File: src/rtl/scan_pkg.sv
// Shared types and defaults for the scan-chain sequencer.
package scan_pkg;
  localparam int SCAN_CHAIN_LEN_DEF = 8;

  typedef enum logic [2:0] {
    IDLE,
    SHIFT_IN,
    CAPTURE,
    SHIFT_OUT,
    DONE
  } scan_state_t;
endpackage

File: src/rtl/scan_bitcnt.sv
// Loadable down-counter with a zero flag; holds at zero rather than wrapping.
module scan_bitcnt #(
  parameter int CNT_W = 4
) (
  input  logic             clk,
  input  logic             rst_n,
  input  logic             load,
  input  logic [CNT_W-1:0] load_val,
  input  logic             dec,
  output logic [CNT_W-1:0] count,
  output logic             zero
);
  always_ff @(posedge clk or negedge rst_n) begin
    if (!rst_n)                 count <= '0;
    else if (load)              count <= load_val;
    else if (dec && count != 0) count <= count - 1'b1;
  end

  assign zero = (count == '0);
endmodule

File: src/rtl/scan_ctrl.sv
// Scan-chain sequencer: shift pattern in, one capture cycle, shift result out.
// Optional compare-against-Expect feature enabled by SCAN_CTRL_COMPARE_EN.
module scan_ctrl
  import scan_pkg::*;
#(
  parameter int CHAIN_LEN = SCAN_CHAIN_LEN_DEF,
  parameter int CNT_W     = $clog2(CHAIN_LEN+1)
) (
  input  logic                 Clock,
  input  logic                 nReset,
  input  logic                 Start,
  input  logic [CHAIN_LEN-1:0] PatIn,
  input  logic                 ChainOut,
  output logic                 Test,
  output logic                 Load,
  output logic                 SDI,
  output logic                 Busy,
  output logic                 Done,
  output logic [CHAIN_LEN-1:0] Result
`ifdef SCAN_CTRL_COMPARE_EN
  ,
  input  logic [CHAIN_LEN-1:0] Expect,
  output logic                 Pass
`endif
);
  scan_state_t          state, state_nxt;
  logic [CHAIN_LEN-1:0] pat_q, result_q;
  logic [CNT_W-1:0]     cnt;
  logic                 cnt_zero, cnt_load, cnt_dec;
  logic                 accept;

  assign accept = (state == IDLE) && Start;

  scan_bitcnt #(.CNT_W(CNT_W)) u_bitcnt (
    .clk      (Clock),
    .rst_n    (nReset),
    .load     (cnt_load),
    .load_val (CNT_W'(CHAIN_LEN-1)),
    .dec      (cnt_dec),
    .count    (cnt),
    .zero     (cnt_zero)
  );

  always_comb begin
    state_nxt = state;
    cnt_load  = 1'b0;
    cnt_dec   = 1'b0;
    case (state)
      IDLE:      if (Start) begin state_nxt = SHIFT_IN; cnt_load = 1'b1; end
      SHIFT_IN:  if (cnt_zero) state_nxt = CAPTURE; else cnt_dec = 1'b1;
      CAPTURE:   begin state_nxt = SHIFT_OUT; cnt_load = 1'b1; end
      SHIFT_OUT: if (cnt_zero) state_nxt = DONE; else cnt_dec = 1'b1;
      DONE:      state_nxt = IDLE;
      default:   state_nxt = IDLE;
    endcase
  end

  // Pattern drains MSB-first; zeros fill behind it so SDI is 0 after SHIFT_IN.
  always_ff @(posedge Clock or negedge nReset) begin
    if (!nReset) begin
      state    <= IDLE;
      pat_q    <= '0;
      result_q <= '0;
    end else begin
      state <= state_nxt;
      if (accept)                 pat_q <= PatIn;
      else if (state == SHIFT_IN) pat_q <= pat_q << 1;
      if (state == SHIFT_OUT)     result_q <= {result_q[CHAIN_LEN-2:0], ChainOut};
    end
  end

`ifdef SCAN_CTRL_COMPARE_EN
  logic [CHAIN_LEN-1:0] exp_q;

  // Verdict is formed on the final shift edge so it is already valid in DONE.
  always_ff @(posedge Clock or negedge nReset) begin
    if (!nReset) begin
      exp_q <= '0;
      Pass  <= 1'b0;
    end else if (accept) begin
      exp_q <= Expect;
      Pass  <= 1'b0;
    end else if (state == SHIFT_OUT && cnt_zero) begin
      Pass  <= ({result_q[CHAIN_LEN-2:0], ChainOut} == exp_q);
    end
  end
`endif

  assign Test   = (state == SHIFT_IN) || (state == SHIFT_OUT);
  assign Load   = (state == SHIFT_IN) || (state == CAPTURE) || (state == SHIFT_OUT);
  assign Busy   = Load;
  assign Done   = (state == DONE);
  assign SDI    = pat_q[CHAIN_LEN-1];
  assign Result = result_q;
endmodule
File: config.mk
export PLATFORM = sky130hd
export DESIGN_NAME = scan_ctrl
export DESIGN_NICKNAME = d
export VERILOG_FILES = /design/src/rtl/scan_pkg.sv /design/src/rtl/scan_bitcnt.sv /design/src/rtl/scan_ctrl.sv
export SDC_FILE = /design/constraint.sdc
export NUM_CORES = 1
export LEC_CHECK = 0
export CAP_MARGIN = 10
export CELL_PAD_IN_SITES_DETAIL_PLACEMENT = 1
export CELL_PAD_IN_SITES_GLOBAL_PLACEMENT = 2
export CORE_ASPECT_RATIO = 0.9
export CORE_UTILIZATION = 34
export CTS_CLUSTER_DIAMETER = 200
export DETAILED_ROUTE_END_ITERATION = 8
export PLACE_DENSITY_LB_ADDON = 0.1
export SYNTH_ARGS = -nofsm -noshare
export SYNTH_HDL_FRONTEND = slang
export SYNTH_SLANG_ARGS = --single-unit
export TNS_END_PERCENT = 100
File: constraint.sdc
create_clock -name Clock -period 3.6 [get_ports Clock]
set_input_delay 0.72 -clock Clock [delete_from_list [all_inputs] [get_ports Clock]]
set_output_delay 0.72 -clock Clock [all_outputs]
set_load 0.02 [all_outputs]
# Yosys cells after proc, flatten, opt, wreduce, memory -nomap -nowiden
# Cells that the tools add are included.
[totals] regBits=23 latch_bits=0 ramBits=0 mem_bits_ro=0 input_bits=12 out_inout_bits=13 wordCells=36 memories=0
[classes] add_sub_neg=1 multipliers=0 div=0 magnitude_cmp=0 eq_ne=7 n_shift=0 mux=12 bitwise_logic=0 reduce_logical=12
[ops] cell="8-bit 2-to-1 mux" count=2
[ops] cell="3-bit case mux with 4 select lines" count=1
[ops] cell="3-bit 2-to-1 mux" count=3
[ops] cell="4-bit 2-to-1 mux" count=2
[ops] cell="3-bit by 2-bit equality test with 1-bit output, second input constant" count=2
[ops] cell="2-bit inequality test, second input constant" count=3
[ops] cell="4-bit logical NOT" count=1
[ops] cell="2-bit nonzero test" count=2
[ops] cell="4-bit nonzero test" count=1
[ops] cell="4-bit by 1-bit subtractor with 4-bit output, second input constant" count=1
[ops] cell="3-bit by 1-bit equality test with 1-bit output, second input constant" count=1
[ops] cell="3-bit equality test, second input constant" count=1
[ops] cell="3-bit logical NOT" count=1
[ops] cell="1-bit logical OR" count=3
[ops] cell="1-bit 2-to-1 mux" count=3
[ops] cell="3-bit AND reduction" count=1
[ops] cell="1-bit logical AND" count=2
[ops] cell="1-bit case mux with 2 select lines" count=1
[ops] cell="2-bit OR reduction" count=1

# Logic depth before layout (Yosys ltp)
# Gate-level depths: netlist of the first run.
[depth] depth_word=6 depth_mapped=5 depth_no_buf=5

# Modules after synthesis
# A second synthesis of the first run with hierarchy kept.
[hier_totals] cells_unflattened=108 area_unflattened_um2=1104.8
[modules_own_cells] mod="scan_ctrl" instances=1 cells_each=81 area_each_um2=852.1 seq_area_each_um2=475.5
[modules_own_cells] mod="scan_bitcnt" instances=1 cells_each=27 area_each_um2=252.7 seq_area_each_um2=100.1

# Least setup slack after synthesis of the first run
# OpenSTA, ideal clock, no wires.
[synth_timing] path_kind="input port to flip-flop" start="in Start" end="reg pat_q[1]" setup_ns=0.125 t_arrival_ns=1.709 slack_ns=1.766 path_stages=3 n_path_buf=0 cell_sequence="nor4b_4 -> mux2_2 -> mux2_2"
[synth_between] elab_chain_len=2
[synth_lines] item="from (decl)" line="scan_ctrl.sv:11" text="input logic Start,"
[synth_lines] item="1-bit logical AND *" line="scan_ctrl.sv:32" text="assign accept = (state == IDLE) && Start;"
[synth_lines] item="8-bit 2-to-1 mux or 2-bit nonzero test (tied branches)"
[synth_lines] item="to (signal assigned)" line="scan_ctrl.sv:66" text="if (accept) pat_q <= PatIn;"
[synth_lines] item="to (signal assigned)" line="scan_ctrl.sv:67" text="else if (state == SHIFT_IN) pat_q <= pat_q << 1;"
[synth_lines] item="to (decl)" line="scan_ctrl.sv:27" text="logic [CHAIN_LEN-1:0] pat_q, result_q;"
# Mark *: on every way between the ends. The rest lies on a longest branch, timed or not.
# A chain may end at the register's enable or synchronous reset.

# Worst setup path in the final report of the first run
[layout_timing] start="reg state[2]" end="out Test"
[layout_between] elab_chain_len=2
[layout_lines] item="from (decl)" line="scan_ctrl.sv:26" text="scan_state_t state, state_nxt;"
[layout_lines] item="from (signal assigned)" line="scan_ctrl.sv:65" text="state <= state_nxt;"
[layout_lines] item="3-bit by 1-bit equality test with 1-bit output or 3-bit by 2-bit equality test with 1-bit output (tied branches)" line="scan_ctrl.sv:89" text="assign Test = (state == SHIFT_IN) || (state == SHIFT_OUT);"
[layout_lines] item="1-bit logical OR *" line="scan_ctrl.sv:89"
[layout_lines] item="to (decl)" line="scan_ctrl.sv:14" text="output logic Test,"
# Marks and branches as above.

==> metrics, run 1 <==
status=completed; antenna violations before repair=0; Max Root-Sink Buffers=2; number of global-route vias before repair=approximately 750; Buf+Inv Stages, Crit Path=2; period utilisation layout=between 70% and 80%; WL final=around 2100 µm; slew margin rel.=between 20 and 30%; GRT Residual Overflow=0; min-delay worst type=reg2reg; Post-synth EDFFs=0; final setup skew=approximately 6.3 ps; DRT Pass-1 Iters=2; Final Critical Period=about 2700 ps; Iter 0 DRT Violations=21; Mapped Cells=84; Synth Cell Area=0.001080 mm²; Area growth syn-to-layout=27.23%; DR vias=731; Hold Vio Cnt, Final=0; Synth Warn #=0; post-synthesis sequential area ratio=about 53%; most used flip-flop cell after synthesis=dfrtp_1; worst-path cell chain=nand2b_1 -> inv_1 -> clkdlybuf4s50_1; Hold Slack=528.3 ps; Worst path slowest cell=clkdlybuf4s50_1; P_leak=between 0.5 and 0.6 nW; hold_buf cts=0; Setup crit start kind=register; total core area=0.003043 mm²; H-tree Lvls=1; delay of the slowest critical-path stage=roughly 630 ps; worst-case vdd ir drop=~0.49 mV; Fmax achieved=roughly 370 MHz; critical path class=reg2out; Final setup viols=0; synthesized area per cell=between 10 and 15 µm²; ys async rst share=100.0%; Post-Syn Nets=97; TritonCTS buffer count=3; Max-cap violations=0; largest net degree at the start of global routing=24; GPL Wtd Cong=~0.68; # clock sinks=23; RSZ-0062 raised after global routing=no; Layout fillers=between 300 and 400; Initial Utilization=a little over a third; PD cells=around 900 mW/mm²; Reg area=~580 µm²; #FFs+latches synth=23; vias per cell=4.841; post-DP HPWL=approximately 1500 µm; Final ANT Viol Nets=0; Post-CTS Resized=0; Max Slew Vio Count=0; crit end category=output port; Die X=~61 µm; critical path peak fanout=9; family with the most delay on the worst path=buffers and inverters; Worst Tran Pin Value=between 1000 and 1500 ps; area of the multi-input gates=around 460 µm²; insertion delay to the later sink of the worst-skew pair=~310 ps; total negative slack=0 ps; # rows=19; Global Route Usage Sum=approximately 14%; DIE AREA=about 0.0034 mm²; CTS tree=built; Post-CTS Setup Repair Bufs=0; Worst-path clk slew=between 100 and 150 ps; critical path required time=2880 ps; WL/cell=between 10 and 15 µm; Data arrival, critical path=between 1500 and 2000 ps; synth unique cells=24; IO Pins=25; Residual DRC=0; fraction of layout cells with a size suffix above 1=between 20 and 30%; number of diodes=0; Die Y=~55 µm; first-pass GRT wire length=~3500 µm; Buffers on Ports=24; Final nets=123; root buffer cell=clkbuf_4
## flip-flops by register name (all words and copies together), names as in the netlist
register	cells
Result	8
pat_q	8
state	3
u_bitcnt.count	4
## where the power goes
group	internal, mW	total [mW]	switching, mW
Sequential	0.378	0.478	0.0997
Combinational	0.332	0.603	0.271
Clock	0.0415	0.120	0.0787
## cells by family after synthesis
kind of cell	share of synthesized area (%)
muxes	22.94
xor gates and xnor gates	0.8113
adders and majority gates	1.159
AOI/OAI and AO/OA	4.751
DFF	53.30
and+or+nand+nor	12.86
buffers and inverters	4.171
## final cells by class
class,instances,area share [%]
clock buffers,3,1.639
clock inverters,1,0.3643
inverters,5,1.366
multi-input cells,53,33.42
flip-flops and latches,23,41.89
well taps,42,3.825
repair buffers,24,17.49
## worst register-to-register path: stages, from the launching register on
cell	delay (ps)
dfrtp_1	520
nor4b_4	600
mux2_2	400
mux2_2	260
## synthesized netlist by cell type, types with 2 or more instances
library cell	instances	area share (%)
mux2_2	22	23
dfrtp_1	23	53
buf_4	2	1.4
o21ai_0	7	3.2
inv_1	5	1.7
nand3_1	2	0.93
or3_1	2	1.2
nor2_1	5	1.7
## per-stage QoR
stage / setup WS, ps / cells / power, mW / utilization [%] / cell area (µm²)
6_report: 927.8 / 151 / 1.202 / 45.15 / 1374
5_1_grt: 817.0 / 151 / 1.290 / 45.15 / 1374
4_1_cts: 907.1 / 151 / 1.223 / 45.15 / 1374
3_5_place_dp: 1091 / 147 / 1.098 / 44.24 / 1346
3_3_place_gp: 1141 / 147 / 1.071 / 44.24 / 1346
2_1_floorplan: 1766 / 84 / 0.8809 / - / 1080
## cells in the final DEF, fill, tap and decap left out
master and instances:
a21boi_1 1, clkbuf_4 3, nand2_2 1, dfrtp_1 23
inv_1 5, xnor2_1 1, mux2_2 22, nor3_2 1
clkdlybuf4s50_1 24, nand4b_1 1, ha_1 1, clkinv_2 1
nor4bb_1 1, o311ai_0 1, and3_2 1, nand2_1 1
nand2b_1 1, nor4b_4 1, o21ai_0 7, or4_1 1
nor2_1 5, and2_1 1, nor3b_1 1, nand3_1 2
or3_1 2
## path summary, 6_finish.rpt
path / startpoint / end / slack [ps] / depth (start not counted)
setup / recovery: state[2] / Test / 930 / 3
hold / removal: pat_q[5] / pat_q[5] / 530 / 1
setup reg to reg: state[1] / pat_q[2] / 1720 / 3
hold reg to reg: pat_q[5] / pat_q[5] / 530 / 1
max in group asynchronous: nReset / Result[2] / 2010 / 1
min in group asynchronous: nReset / u_bitcnt.count[2] / 960 / 1
## layer usage
layer | vias up | part of all wire [%] | global-route usage [%]
met4 | 0 | 0.89 | 1.905
met3 | 2 | 5.7 | 5.152
met5 | - | 0 | 0
met1 | 360 | 50 | 19.67
met2 | 20 | 44 | 21.12
li1 | 349 | - | -
Power figures use the tool's default switching activity.
==> run 2: changes to the inputs <==
--- a/config.mk
+++ b/config.mk
@@ -9,7 +9,7 @@
 export CELL_PAD_IN_SITES_DETAIL_PLACEMENT = 1
 export CELL_PAD_IN_SITES_GLOBAL_PLACEMENT = 2
 export CORE_ASPECT_RATIO = 0.9
-export CORE_UTILIZATION = 34
+export CORE_UTILIZATION = 29
 export CTS_CLUSTER_DIAMETER = 200
 export DETAILED_ROUTE_END_ITERATION = 8
 export PLACE_DENSITY_LB_ADDON = 0.1
==> constraint.sdc (replaced) <==
create_clock -name Clock -period 2.35 [get_ports Clock]
set_input_delay 0.47 -clock Clock [delete_from_list [all_inputs] [get_ports Clock]]
set_output_delay 0.47 -clock Clock [all_outputs]
set_load 0.02 [all_outputs]
==> run 2 against run 1 <==
  * Clock-buffer cell count grew 1
  * Global-route usage decreased by 1.1 points
  * Sequential share of layout area decreased by 1.7 points
  * Total power grew 62%
  * Die area increased by 17%
  * Setup slack worse by 760 ps
  * Combinational power increased by 60%
  * Sequential cell count is the same
  * Core utilization down 4.0 points
  * Clock skew fell by 4.9 ps
  * Critical endpoint unchanged
  * Largest power group unchanged
==> metrics, run 2 (synthesized netlist as in run 1, its figures left out) <==
status=completed; Layout fillers=377; DRT Pass-1 Iters=3; GPL Wtd Cong=0.6514; most common cell after layout, fill and taps aside=clkdlybuf4s50_1; vias per cell=approximately 4.7; Setup crit start kind=register; Iter 0 DRT Violations=20; Post-CTS Setup Repair Bufs=0; WP depth=3; P_leak=0.6140 nW; delay of the slowest critical-path stage=roughly 630 ps; Residual DRC=0; first-pass GRT wire length=approximately 3800 µm; # rows=20; internal power=approximately 1.2 mW; Fmax achieved=between 400 and 500 MHz; cell depth of the worst hold path=1; Hold Vio Cnt, Final=0; total core area=0.003478 mm²; worst-case vdd ir drop=0.5321 mV; Placement Cell Area=~0.0014 mm²; R2R depth=4; # placed instances=~150; final cell count without fillers=158; DIE AREA=~0.0040 mm²; worst-path cell chain=nand2b_1 -> inv_1 -> clkdlybuf4s50_1; post-DP HPWL=~1600 µm; crit end category=output port; Post-CTS Resized=0; Hold Slack=about 500 ps; number of diodes=0; Buf+Inv Stages, Crit Path=2; Area growth syn-to-layout=32.56%; critical path class=reg2out; Die X=between 60 and 70 µm; Critical path origin=state[2]; min-delay src=pat_q[1]; WL final=~2200 µm; root buffer cell=clkbuf_8; Clk network pwr share=12.5%; total negative slack=0 ps; Logic pwr share=roughly 50%; Final setup viols=0; Max Root-Sink Buffers=2; commonest cells after routing, fill and taps aside=clkdlybuf4s50_1, dfrtp_1, mux2_2; Worst path slowest cell=clkdlybuf4s50_1; Reg2Reg Launch Point=state[1]; RSZ-0062 raised after global routing=no; Die Y=59.89 µm; critical path required time=1880 ps; Final Critical Period=~2200 ps; IO Pins=25; fraction of layout cells with a size suffix above 1=a little under 30%; PD cells=approximately 1400 mW/mm²; Global Route Usage Sum=about an eighth; CTS tree=built; TritonCTS buffer count=3; Worst Tran Pin Value=567.5 ps; Max Slew Vio Count=0; Data arrival, critical path=about 1700 ps; Finished Cell Area=between 0.001 and 0.0015 mm²; Sw Ratio=35.95%; number of global-route vias before repair=between 800 and 900; Max-cap violations=0; H-tree Lvls=1; period utilisation layout=between 90% and 100%; critical path peak fanout=7; antenna violations before repair=0; min-delay worst type=reg2reg; hold-critical path endpoint=pat_q[1]; # clock sinks=23; DR vias=748; hold_buf cts=0; WL/cell=~14 µm; GRT Residual Overflow=0; Final WS setup=about 170 ps; minimum setup slack among reg-to-reg paths=620 ps; Buffers on Ports=24; insertion delay to the later sink of the worst-skew pair=between 200 and 300 ps; sequential power share=a little under two fifths; final setup skew=~1.3 ps; capturing point of the worst reg2reg path=pat_q[4]; Final nets=~130; family with the most delay on the worst path=buffers and inverters; Final ANT Viol Nets=0; slew margin rel.=roughly 62%; largest net degree at the start of global routing=24; Initial Utilization=roughly 31%; Switch Pwr=0.6989 mW; dpl ws=approximately 260 ps; Worst-path clk slew=roughly 80 ps
[run 2: cell count changes in the layout (fill, tap and decap cells not counted)]
cell      change
buf_4         +5
clkbuf_1      +1
clkinv_2      -1
clkbuf_8      +3
clkbuf_4      -3
[run 2: power groups by stage]
stage / Sequential, mW / Clock [mW] / Combinational [mW]
after floorplan: 0.783 / 0 / 0.567
after global placement: 0.740 / 0 / 0.950
after detailed placement: 0.747 / 0 / 0.979
after CTS: 0.742 / 0.257 / 0.982
after global routing: 0.769 / 0.275 / 1.07
final: 0.735 / 0.243 / 0.966
[run 2: final cells by class]
type / instances / area (µm²) / share of cell area, %
multi-input combinational: 53 / 459.2 / 32.08
clock buffer: 4 / 45.04 / 3.147
timing repair buffer: 29 / 277.8 / 19.41
tap: 44 / 55.05 / 3.846
inverter: 5 / 18.77 / 1.311
sequential: 23 / 575.6 / 40.21
[run 2: routing by layer]
metal  up-vias  part of all wire [%]  track usage, %
met5         -                     0               0
met4         0                  0.41           2.736
met3         2                   5.4           4.962
met2        18                    48           21.72
met1       372                    46           15.78
li1        356                     -               -
[run 2: how the worst max path moves through the flow]
stage	to	slack, ps
global placement	pat_q[4]	280
detailed placement	pat_q[4]	260
finish	Test	170
global route	Test	80
CTS	Test	140
floorplan	pat_q[1]	660
[run 2: per-stage QoR]
stage               utilization [%]  power (mW)
finish                        41.15       1.944
global route                  41.15       2.119
CTS                           41.15       1.981
detailed placement            39.86       1.727
global placement              39.86       1.690
floorplan                         -       1.350
[run 2: worst register-to-register path, stage by stage, from the launching register on]
cell and delay (ps):
dfrtp_1 500, nor4b_4 310, buf_4 200, mux2_2 340, mux2_2 270
